$ cat config.mk
export PLATFORM = sky130hd
export DESIGN_NAME = control_sequencer_module
export DESIGN_NICKNAME = d
export VERILOG_FILES = /design/src/rtl/control_sequencer_module_pkg.sv /design/src/rtl/control_sequencer_module_decode.sv /design/src/rtl/control_sequencer_module.sv
export SDC_FILE = /design/constraint.sdc
export NUM_CORES = 1
export LEC_CHECK = 0
export CAP_MARGIN = 10
export CORE_ASPECT_RATIO = 1.25
export CORE_MARGIN = 4
export CORE_UTILIZATION = 27
export CTS_CLUSTER_DIAMETER = 40
export DETAILED_ROUTE_END_ITERATION = 10
export SLEW_MARGIN = 20
export SYNTH_ARGS = -nofsm -noshare
export SYNTH_HDL_FRONTEND = slang
export SYNTH_HIERARCHICAL = 1
export SYNTH_SLANG_ARGS = --single-unit
$ cat constraint.sdc
create_clock -name clk -period 1.5 [get_ports clk]
set_input_delay 0.225 -clock clk [delete_from_list [all_inputs] [get_ports clk]]
set_output_delay 0.225 -clock clk [all_outputs]
set_load 0.05 [all_outputs]
$ cat src/rtl/control_sequencer_module_pkg.sv
// Shared definitions for the fetch/execute sequencer: opcodes, T-states and
// the bit layout of the control word produced by the microcode decode.
package control_sequencer_module_pkg;

  localparam logic [3:0] OP_NOP = 4'h0;
  localparam logic [3:0] OP_LDA = 4'h1;
  localparam logic [3:0] OP_ADD = 4'h2;
  localparam logic [3:0] OP_SUB = 4'h3;
  localparam logic [3:0] OP_STA = 4'h4;
  localparam logic [3:0] OP_LDI = 4'h5;
  localparam logic [3:0] OP_JMP = 4'h6;
  localparam logic [3:0] OP_JC  = 4'h7;
  localparam logic [3:0] OP_JZ  = 4'h8;
  localparam logic [3:0] OP_OUT = 4'hE;
  localparam logic [3:0] OP_HLT = 4'hF;

  typedef enum logic [2:0] {
    T0 = 3'd0,
    T1 = 3'd1,
    T2 = 3'd2,
    T3 = 3'd3,
    T4 = 3'd4
  } tstate_e;

  localparam int CW_PC_OE    = 0;
  localparam int CW_PC_STEP  = 1;
  localparam int CW_PC_IE    = 2;
  localparam int CW_MAR_IE   = 3;
  localparam int CW_RAM_OE   = 4;
  localparam int CW_RAM_IE   = 5;
  localparam int CW_IR_IE    = 6;
  localparam int CW_IR_OE    = 7;
  localparam int CW_A_IE     = 8;
  localparam int CW_A_OE     = 9;
  localparam int CW_B_IE     = 10;
  localparam int CW_ALU_OE   = 11;
  localparam int CW_ALU_SUB  = 12;
  localparam int CW_FLAGS_IE = 13;
  localparam int CW_OUT_IE   = 14;
  localparam int CW_W        = 15;

  typedef logic [CW_W-1:0] ctrl_word_t;

  function automatic ctrl_word_t cw_bit(input int idx);
    ctrl_word_t w;
    w = '0;
    w[idx] = 1'b1;
    return w;
  endfunction

endpackage

$ cat src/rtl/control_sequencer_module_decode.sv
// Combinational microcode ROM: maps (opcode, T-state, flags) to the control
// word for this cycle plus a flag marking the instruction's final step.
module microcode_decode_module
  import control_sequencer_module_pkg::*;
#(
  parameter int TSTATE_W = 3,
  parameter int OPCODE_W = 4
) (
  input  logic [OPCODE_W-1:0] i_opcode,
  input  logic [TSTATE_W-1:0] i_tstate,
  input  logic                i_carry_flag,
  input  logic                i_zero_flag,
  output ctrl_word_t          o_ctrl,
  output logic                o_last
);

  always_comb begin
    o_ctrl = '0;
    o_last = 1'b0;
    case (i_tstate)
      T0: o_ctrl = cw_bit(CW_PC_OE) | cw_bit(CW_MAR_IE);
      T1: o_ctrl = cw_bit(CW_RAM_OE) | cw_bit(CW_IR_IE) | cw_bit(CW_PC_STEP);
      T2: begin
        o_last = 1'b1;
        case (i_opcode)
          OP_LDA, OP_ADD, OP_SUB, OP_STA: begin
            o_ctrl = cw_bit(CW_IR_OE) | cw_bit(CW_MAR_IE);
            o_last = 1'b0;
          end
          OP_LDI: o_ctrl = cw_bit(CW_IR_OE) | cw_bit(CW_A_IE);
          OP_JMP: o_ctrl = cw_bit(CW_IR_OE) | cw_bit(CW_PC_IE);
          OP_JC:  if (i_carry_flag) o_ctrl = cw_bit(CW_IR_OE) | cw_bit(CW_PC_IE);
          OP_JZ:  if (i_zero_flag)  o_ctrl = cw_bit(CW_IR_OE) | cw_bit(CW_PC_IE);
          OP_OUT: o_ctrl = cw_bit(CW_A_OE) | cw_bit(CW_OUT_IE);
          default: o_ctrl = '0;
        endcase
      end
      T3: begin
        o_last = 1'b1;
        case (i_opcode)
          OP_LDA: o_ctrl = cw_bit(CW_RAM_OE) | cw_bit(CW_A_IE);
          OP_STA: o_ctrl = cw_bit(CW_A_OE) | cw_bit(CW_RAM_IE);
          OP_ADD: begin
            o_ctrl = cw_bit(CW_RAM_OE) | cw_bit(CW_B_IE);
            o_last = 1'b0;
          end
          OP_SUB: begin
            o_ctrl = cw_bit(CW_RAM_OE) | cw_bit(CW_B_IE) | cw_bit(CW_ALU_SUB);
            o_last = 1'b0;
          end
          default: o_ctrl = '0;
        endcase
      end
      T4: begin
        o_last = 1'b1;
        case (i_opcode)
          OP_ADD: o_ctrl = cw_bit(CW_ALU_OE) | cw_bit(CW_A_IE) | cw_bit(CW_FLAGS_IE);
          OP_SUB: o_ctrl = cw_bit(CW_ALU_OE) | cw_bit(CW_A_IE) | cw_bit(CW_FLAGS_IE)
                         | cw_bit(CW_ALU_SUB);
          default: o_ctrl = '0;
        endcase
      end
      // Unreachable counter values end the instruction so the counter recovers.
      default: o_last = 1'b1;
    endcase
  end

endmodule

$ cat src/rtl/control_sequencer_module.sv
// Fetch/execute sequencer: T-state counter, halt latch and reset gating
// around the microcode decode that drives every bus strobe.
module control_sequencer_module
  import control_sequencer_module_pkg::*;
#(
  parameter int TSTATE_W = 3,
  parameter int OPCODE_W = 4
) (
  input  logic                clk,
  input  logic                rst,
  input  logic [OPCODE_W-1:0] opcode,
  input  logic                carry_flag,
  input  logic                zero_flag,
  output logic                pc_oe,
  output logic                pc_step,
  output logic                pc_ie,
  output logic                mar_ie,
  output logic                ram_oe,
  output logic                ram_ie,
  output logic                ir_ie,
  output logic                ir_oe,
  output logic                a_ie,
  output logic                a_oe,
  output logic                b_ie,
  output logic                alu_oe,
  output logic                alu_sub,
  output logic                flags_ie,
  output logic                out_ie,
  output logic                halted,
  output logic [TSTATE_W-1:0] tstate
);

  logic [TSTATE_W-1:0] r_tstate;
  logic [TSTATE_W-1:0] w_tstateNext;
  logic                r_halted;
  logic                w_haltedNext;
  ctrl_word_t          w_ctrl;
  ctrl_word_t          w_ctrlGated;
  logic                w_last;

  microcode_decode_module #(
    .TSTATE_W(TSTATE_W),
    .OPCODE_W(OPCODE_W)
  ) u_decode (
    .i_opcode    (opcode),
    .i_tstate    (r_tstate),
    .i_carry_flag(carry_flag),
    .i_zero_flag (zero_flag),
    .o_ctrl      (w_ctrl),
    .o_last      (w_last)
  );

  always_ff @(posedge clk or negedge rst) begin
    if (!rst) begin
      r_tstate <= '0;
      r_halted <= 1'b0;
    end else begin
      r_tstate <= w_tstateNext;
      r_halted <= w_haltedNext;
    end
  end

  always_comb begin
    w_tstateNext = r_tstate;
    w_haltedNext = r_halted;
    if (!r_halted) begin
      if (w_last) begin
        w_tstateNext = '0;
        if (r_tstate == TSTATE_W'(T2) && opcode == OP_HLT) w_haltedNext = 1'b1;
      end else begin
        w_tstateNext = r_tstate + TSTATE_W'(1);
      end
    end
  end

  // Strobes are gated by the reset pin itself so nothing fires while it is held.
  always_comb begin
    w_ctrlGated = (rst && !r_halted) ? w_ctrl : '0;
    pc_oe    = w_ctrlGated[CW_PC_OE];
    pc_step  = w_ctrlGated[CW_PC_STEP];
    pc_ie    = w_ctrlGated[CW_PC_IE];
    mar_ie   = w_ctrlGated[CW_MAR_IE];
    ram_oe   = w_ctrlGated[CW_RAM_OE];
    ram_ie   = w_ctrlGated[CW_RAM_IE];
    ir_ie    = w_ctrlGated[CW_IR_IE];
    ir_oe    = w_ctrlGated[CW_IR_OE];
    a_ie     = w_ctrlGated[CW_A_IE];
    a_oe     = w_ctrlGated[CW_A_OE];
    b_ie     = w_ctrlGated[CW_B_IE];
    alu_oe   = w_ctrlGated[CW_ALU_OE];
    alu_sub  = w_ctrlGated[CW_ALU_SUB];
    flags_ie = w_ctrlGated[CW_FLAGS_IE];
    out_ie   = w_ctrlGated[CW_OUT_IE];
    halted   = r_halted;
    tstate   = r_tstate;
  end

  busDriverExclusive: assert property (@(posedge clk) disable iff (!rst)
    $onehot0({pc_oe, ram_oe, ir_oe, a_oe, alu_oe}));
  pcStepLoadExclusive: assert property (@(posedge clk) disable iff (!rst)
    !(pc_step && pc_ie));
  tstateInRange: assert property (@(posedge clk) disable iff (!rst)
    r_tstate <= TSTATE_W'(T4));

endmodule

# Word level (Yosys, flattened, before mapping)
# Index checks and enable logic that the tools add are counted.
dict set report op_classes {
  addsub 1
  eq_ne 14
  n_reduce_logical 7
  n_mux 14
}
# cell n
set op_table {}
lappend op_table {{one-hot mux 15 bit (6 select lines)} 1}
lappend op_table {{one-hot mux 15 bit (5 select lines)} 1}
lappend op_table {{one-hot mux 13 bit (4 select lines)} 1}
lappend op_table {{one-hot mux 14 bit (2 select lines)} 1}
lappend op_table {{== test 4 x 3 -> 1 bit, second input constant} 4}
lappend op_table {{2-to-1 mux 8 bit} 2}
lappend op_table {{2-to-1 mux 15 bit} 1}
lappend op_table {{== test 4 bit, second input constant} 3}
lappend op_table {{== test 4 x 2 -> 1 bit, second input constant} 2}
lappend op_table {{== test 3 x 2 -> 1 bit, second input constant} 2}
lappend op_table {{2-to-1 mux 1 bit} 5}
lappend op_table {{== test 4 x 1 -> 1 bit, second input constant} 1}
lappend op_table {{OR reduction 2 bit} 2}
lappend op_table {{OR reduction 4 bit} 1}
lappend op_table {{adder 3 x 1 -> 3 bit, second input constant} 1}
lappend op_table {{== test 3 x 1 -> 1 bit, second input constant} 1}
lappend op_table {{== test 3 bit, second input constant} 1}
lappend op_table {{zero test 3 bit} 1}
lappend op_table {{2-to-1 mux 3 bit} 1}
lappend op_table {{one-hot mux 1 bit (3 select lines)} 1}
lappend op_table {{logical AND 1 bit} 2}
lappend op_table {{zero test 1 bit} 1}
dict set report word_totals {
  out_inout_bits 19
  wordCells 38
  reg_bits 4
  input_bits 8
}

# Depth between registers and ports, before layout
dict set report depth {
  word_depth 6
  ltp_mapped 6
  ltp_nobuf 5
}

# By module
# Netlist, hierarchy kept.
# module area_each_um2 seq_area_each_um2 cells_each instances
set by_module_without_submodules {}
lappend by_module_without_submodules {control_sequencer_module 336.6 100.1 34 1}
lappend by_module_without_submodules {microcode_decode_module 335.3 0.0 54 1}

# Worst setup path after synthesis
# No wires, ideal clock.
dict set report synth_timing {
  kind {reg-to-output}
  start {register r_tstate[0] (netlist: tstate[0])}
  end {output port a_ie}
  t_arrival_ns 1.946
  t_required_ns 1.275
  path_buffers 1
  setup_slack_ns -0.671
  stages_incl_launch_ff 6
  cell_sequence {dfrtp_1 buf_2 xnor2_1 or4_1 o22ai_1 and2_1}
}
dict set report synth_via {
  elab_chain_cells 3
  word_cells_on_any_way 7
  classes_between {eq/ne (4); mux (2); reduce/logical (1)}
}
# item line_no
set synth_lines {}
lappend synth_lines {{from (decl)} control_sequencer_module.sv:33} ;# logic [TSTATE_W-1:0] r_tstate;
lappend synth_lines {{from (signal assigned)} control_sequencer_module.sv:58} ;# r_tstate <= w_tstateNext;
lappend synth_lines {{== test 3 bit, or another cell as far along} control_sequencer_module_decode.sv:20} ;# case (i_tstate)
lappend synth_lines {{one-hot mux 15 bit (5 select lines) (*)} control_sequencer_module_decode.sv:20}
lappend synth_lines {{named net w_ctrl[8]} control_sequencer_module.sv:37} ;# ctrl_word_t w_ctrl;
lappend synth_lines {{2-to-1 mux 15 bit (*)} control_sequencer_module.sv:78} ;# w_ctrlGated = (rst && !r_halted) ? w_ctrl : '0;
lappend synth_lines {{to (decl)} control_sequencer_module.sv:22} ;# output logic a_ie,
# Mark *: on every way through the listed nets, which the timed path passes. The rest lies on a longest branch.

# Worst setup path after layout
dict set report layout_timing {
  start {register r_tstate[2] (netlist: tstate[2])}
  end {output port a_ie}
}
# The elaborated chain is that of the path after synthesis.

==> metrics <==
outcome complete, but fails checks; failing checks negative setup slack; CP required 1.27 ns; CP arrival 1.66 ns; Top delay family on crit path simple AND/OR/NAND/NOR gates; post-route antenna net violation count 0; vias per inst 4.90; internal power 1280 uW; power share of the clock group 6.0%; RSZ-0062 raised after global routing yes; row cnt 19; synth warn 6; post-route design area 1590 um^2; Layout area overhead 136%; Avg WL per Cell 13.8 um; Mapped Nets 98; final setup fails 19; ant diodes 0; CP Max Fanout 2; synthesized area per cell 7.64 um^2; synthesized area 672 um^2; switching share of total power 44.7%; post-synthesis sequential area ratio 14.9%; Routed WL 2.40 mm; clock root cell clkbuf_4; CTS tree built; final worst slack -0.381 ns; critical path class flip-flop to output port; Max Cap Viol 0; startpoint types flip-flop; Post-synth EDFFs 0; Synth Flop Type dfrtp_1; setup tns final -4.35 ns; Yosys reg bits 4; CTS sink cnt 4; total track usage 14.9%; share of the synthesized area in the top cell type 14.9%; CP Cell Sequence nand2b_4 > or4_4 > o22ai_2 > and2_4 > buf_12; power per cell area 1450 nW/um^2; clk_skew 0.00870 ns; vias in the first global route 922; GP Congestion 0.801; sequential share of power 9.1%; max incr delay on CP 0.48 ns; P_sw 1030 uW; nets 155; DP Area 1360 um^2; Max Slew Vio Count 0; Comb pwr share 84.9%; clock buffer count from CTS 3; clock buffer depth 2; # hold bufs at CTS 0; Leak 0.000682 uW; Worst Setup End Kind output port; CTS clk-pin slew, worst paths 0.04 ns; via count 852; period utilization 125%; Slew HR 81.3%; Async SR Flop Fraction 100%; Hold WC Path Type input port to async pin; hpwl dp 1.66 mm; WP buf/inv 1; die width 52.6 um; Area contributors post-synth dfrtp_1, and2_4, and2_2; synth unique cells 40; ratio of cells with drive above 1 in the final layout 74.1%; Die Area 3360 um^2; H-tree Lvls 1; Fill cells 174; core box area 2280 um^2; DRC 0; Initial Utilization 29.4%; Max VDD drop 1.64 mV; fin crit period 1.88 ns; Worst-Skew Late Latency 0.24 ns; DR pass1 iterations 4; PortBufs 26; Top Ports 27; initial antenna violation count 0; CP max stage cell or4_4; grt total ovfl 0; Worst-Margin Slew 0.278 ns; post-synth top area cell dfrtp_1; cells after synthesis 88; largest net degree at the start of global routing 16; DR iter-0 viols 5; reg2reg setup slack -0.09 ns; global-route wire length before repair 3.90 mm; fmax 0.532 GHz; top cells by count, synth and2_4, inv_1, nor2_1, and2_2, buf_4; number of hold violations in the final report 0; Die H 63.8 um
[metrics by stage]
stage	hold WS (ns)	setup slack (ns)	total power, uW	util [%]	cells
after global routing	0.256	-0.439	2450	69.6	174
after global placement	0.511	-0.659	1750	59.5	160
after detailed placement	0.520	-0.694	1770	59.5	160
after CTS	0.262	-0.422	2250	68.5	173
final	0.261	-0.381	2310	69.6	174
after floorplan	-0.0706	-0.269	1100	-	88
[power by group through the flow]
stage	Combinational [uW]	Sequential (uW)	Clock, uW
2_1_floorplan	704	393	0
3_3_place_gp	1550	200	0
3_5_place_dp	1560	204	0
4_1_cts	1900	208	142
5_1_grt	2080	215	159
6_report	1960	210	138
[state kept, by name, summed over array words and instances (netlist names)]
| signal | flops |
|---|---|
| tstate | 3 |
| halted | 1 |
[final timing paths]
| check | from | endpoint | cells after the start |
|---|---|---|---|
| worst max-delay path | tstate[2]$_DFFE_PN0N_ | a_ie | 5 |
| worst min-delay path | rst | tstate[2]$_DFFE_PN0N_ | 2 |
| worst max register to register | tstate[2]$_DFFE_PN0N_ | tstate[1]$_DFFE_PN0N_ | 6 |
| worst min register to register | halted$_DFF_PN0_ | tstate[1]$_DFFE_PN0N_ | 2 |
| max in group asynchronous | rst | tstate[1]$_DFFE_PN0N_ | 2 |
| min in group clk | opcode[2] | halted$_DFF_PN0_ | 4 |
[layer usage]
metal	vias to the layer above	global-route usage, %	wire length (um)
li1	421	-	-
met1	404	14.9	902
met2	22	28.0	1340
met3	5	3.72	125
met4	0	6.07	34
met5	-	0	0
[cell type report]
type                            instances  area [um^2]  share of cell area (%)
Clock buffer                            3         22.5                    1.42
Inverter                                6         22.5                    1.42
Timing Repair Buffer                   60          744                    46.9
Sequential cell                         4          105                    6.61
Tap cell                               31         38.8                    2.44
Multi-Input combinational cell         70          656                    41.3
[repair_timing]
action                     CTS  global route
setup buffers               10             2
pin swaps                    9             4
resized for setup           47             4
setup endpoints to repair   19            20
[cells by family (layout without fill, tap and decap cells)]
kind of cell / count (synthesis) / after routing / share of synthesized area (%)
DFF: 4 / 4 / 14.9
AOI/OAI and AO/OA: 19 / 19 / 20.7
xor gates and xnor gates: 1 / 1 / 1.30
adders and majority gates: 2 / 2 / 3.72
buffers and inverters: 14 / 69 / 12.1
and+or+nand+nor: 48 / 48 / 47.3
[layout by cell type (no fill, tap or decap), types with 2 or more instances in the layout]
cell,Yosys,routed
buf_4,5,24
buf_12,0,21
and2_4,6,15
buf_6,1,8
inv_1,6,4
dfrtp_2,0,4
nand2_1,4,3
nor4b_2,0,3
clkbuf_4,0,3
buf_2,2,3
nand2b_4,0,3
nor2_1,6,3
nand3b_1,2,2
o21bai_1,2,2
nor3_1,3,2
ha_1,2,2
clkdlybuf4s50_1,0,2
nor2_4,0,2
or3b_4,1,2
inv_2,0,2
a21oi_2,0,2
o21ai_0,3,2
Power figures use the tool's default switching activity.
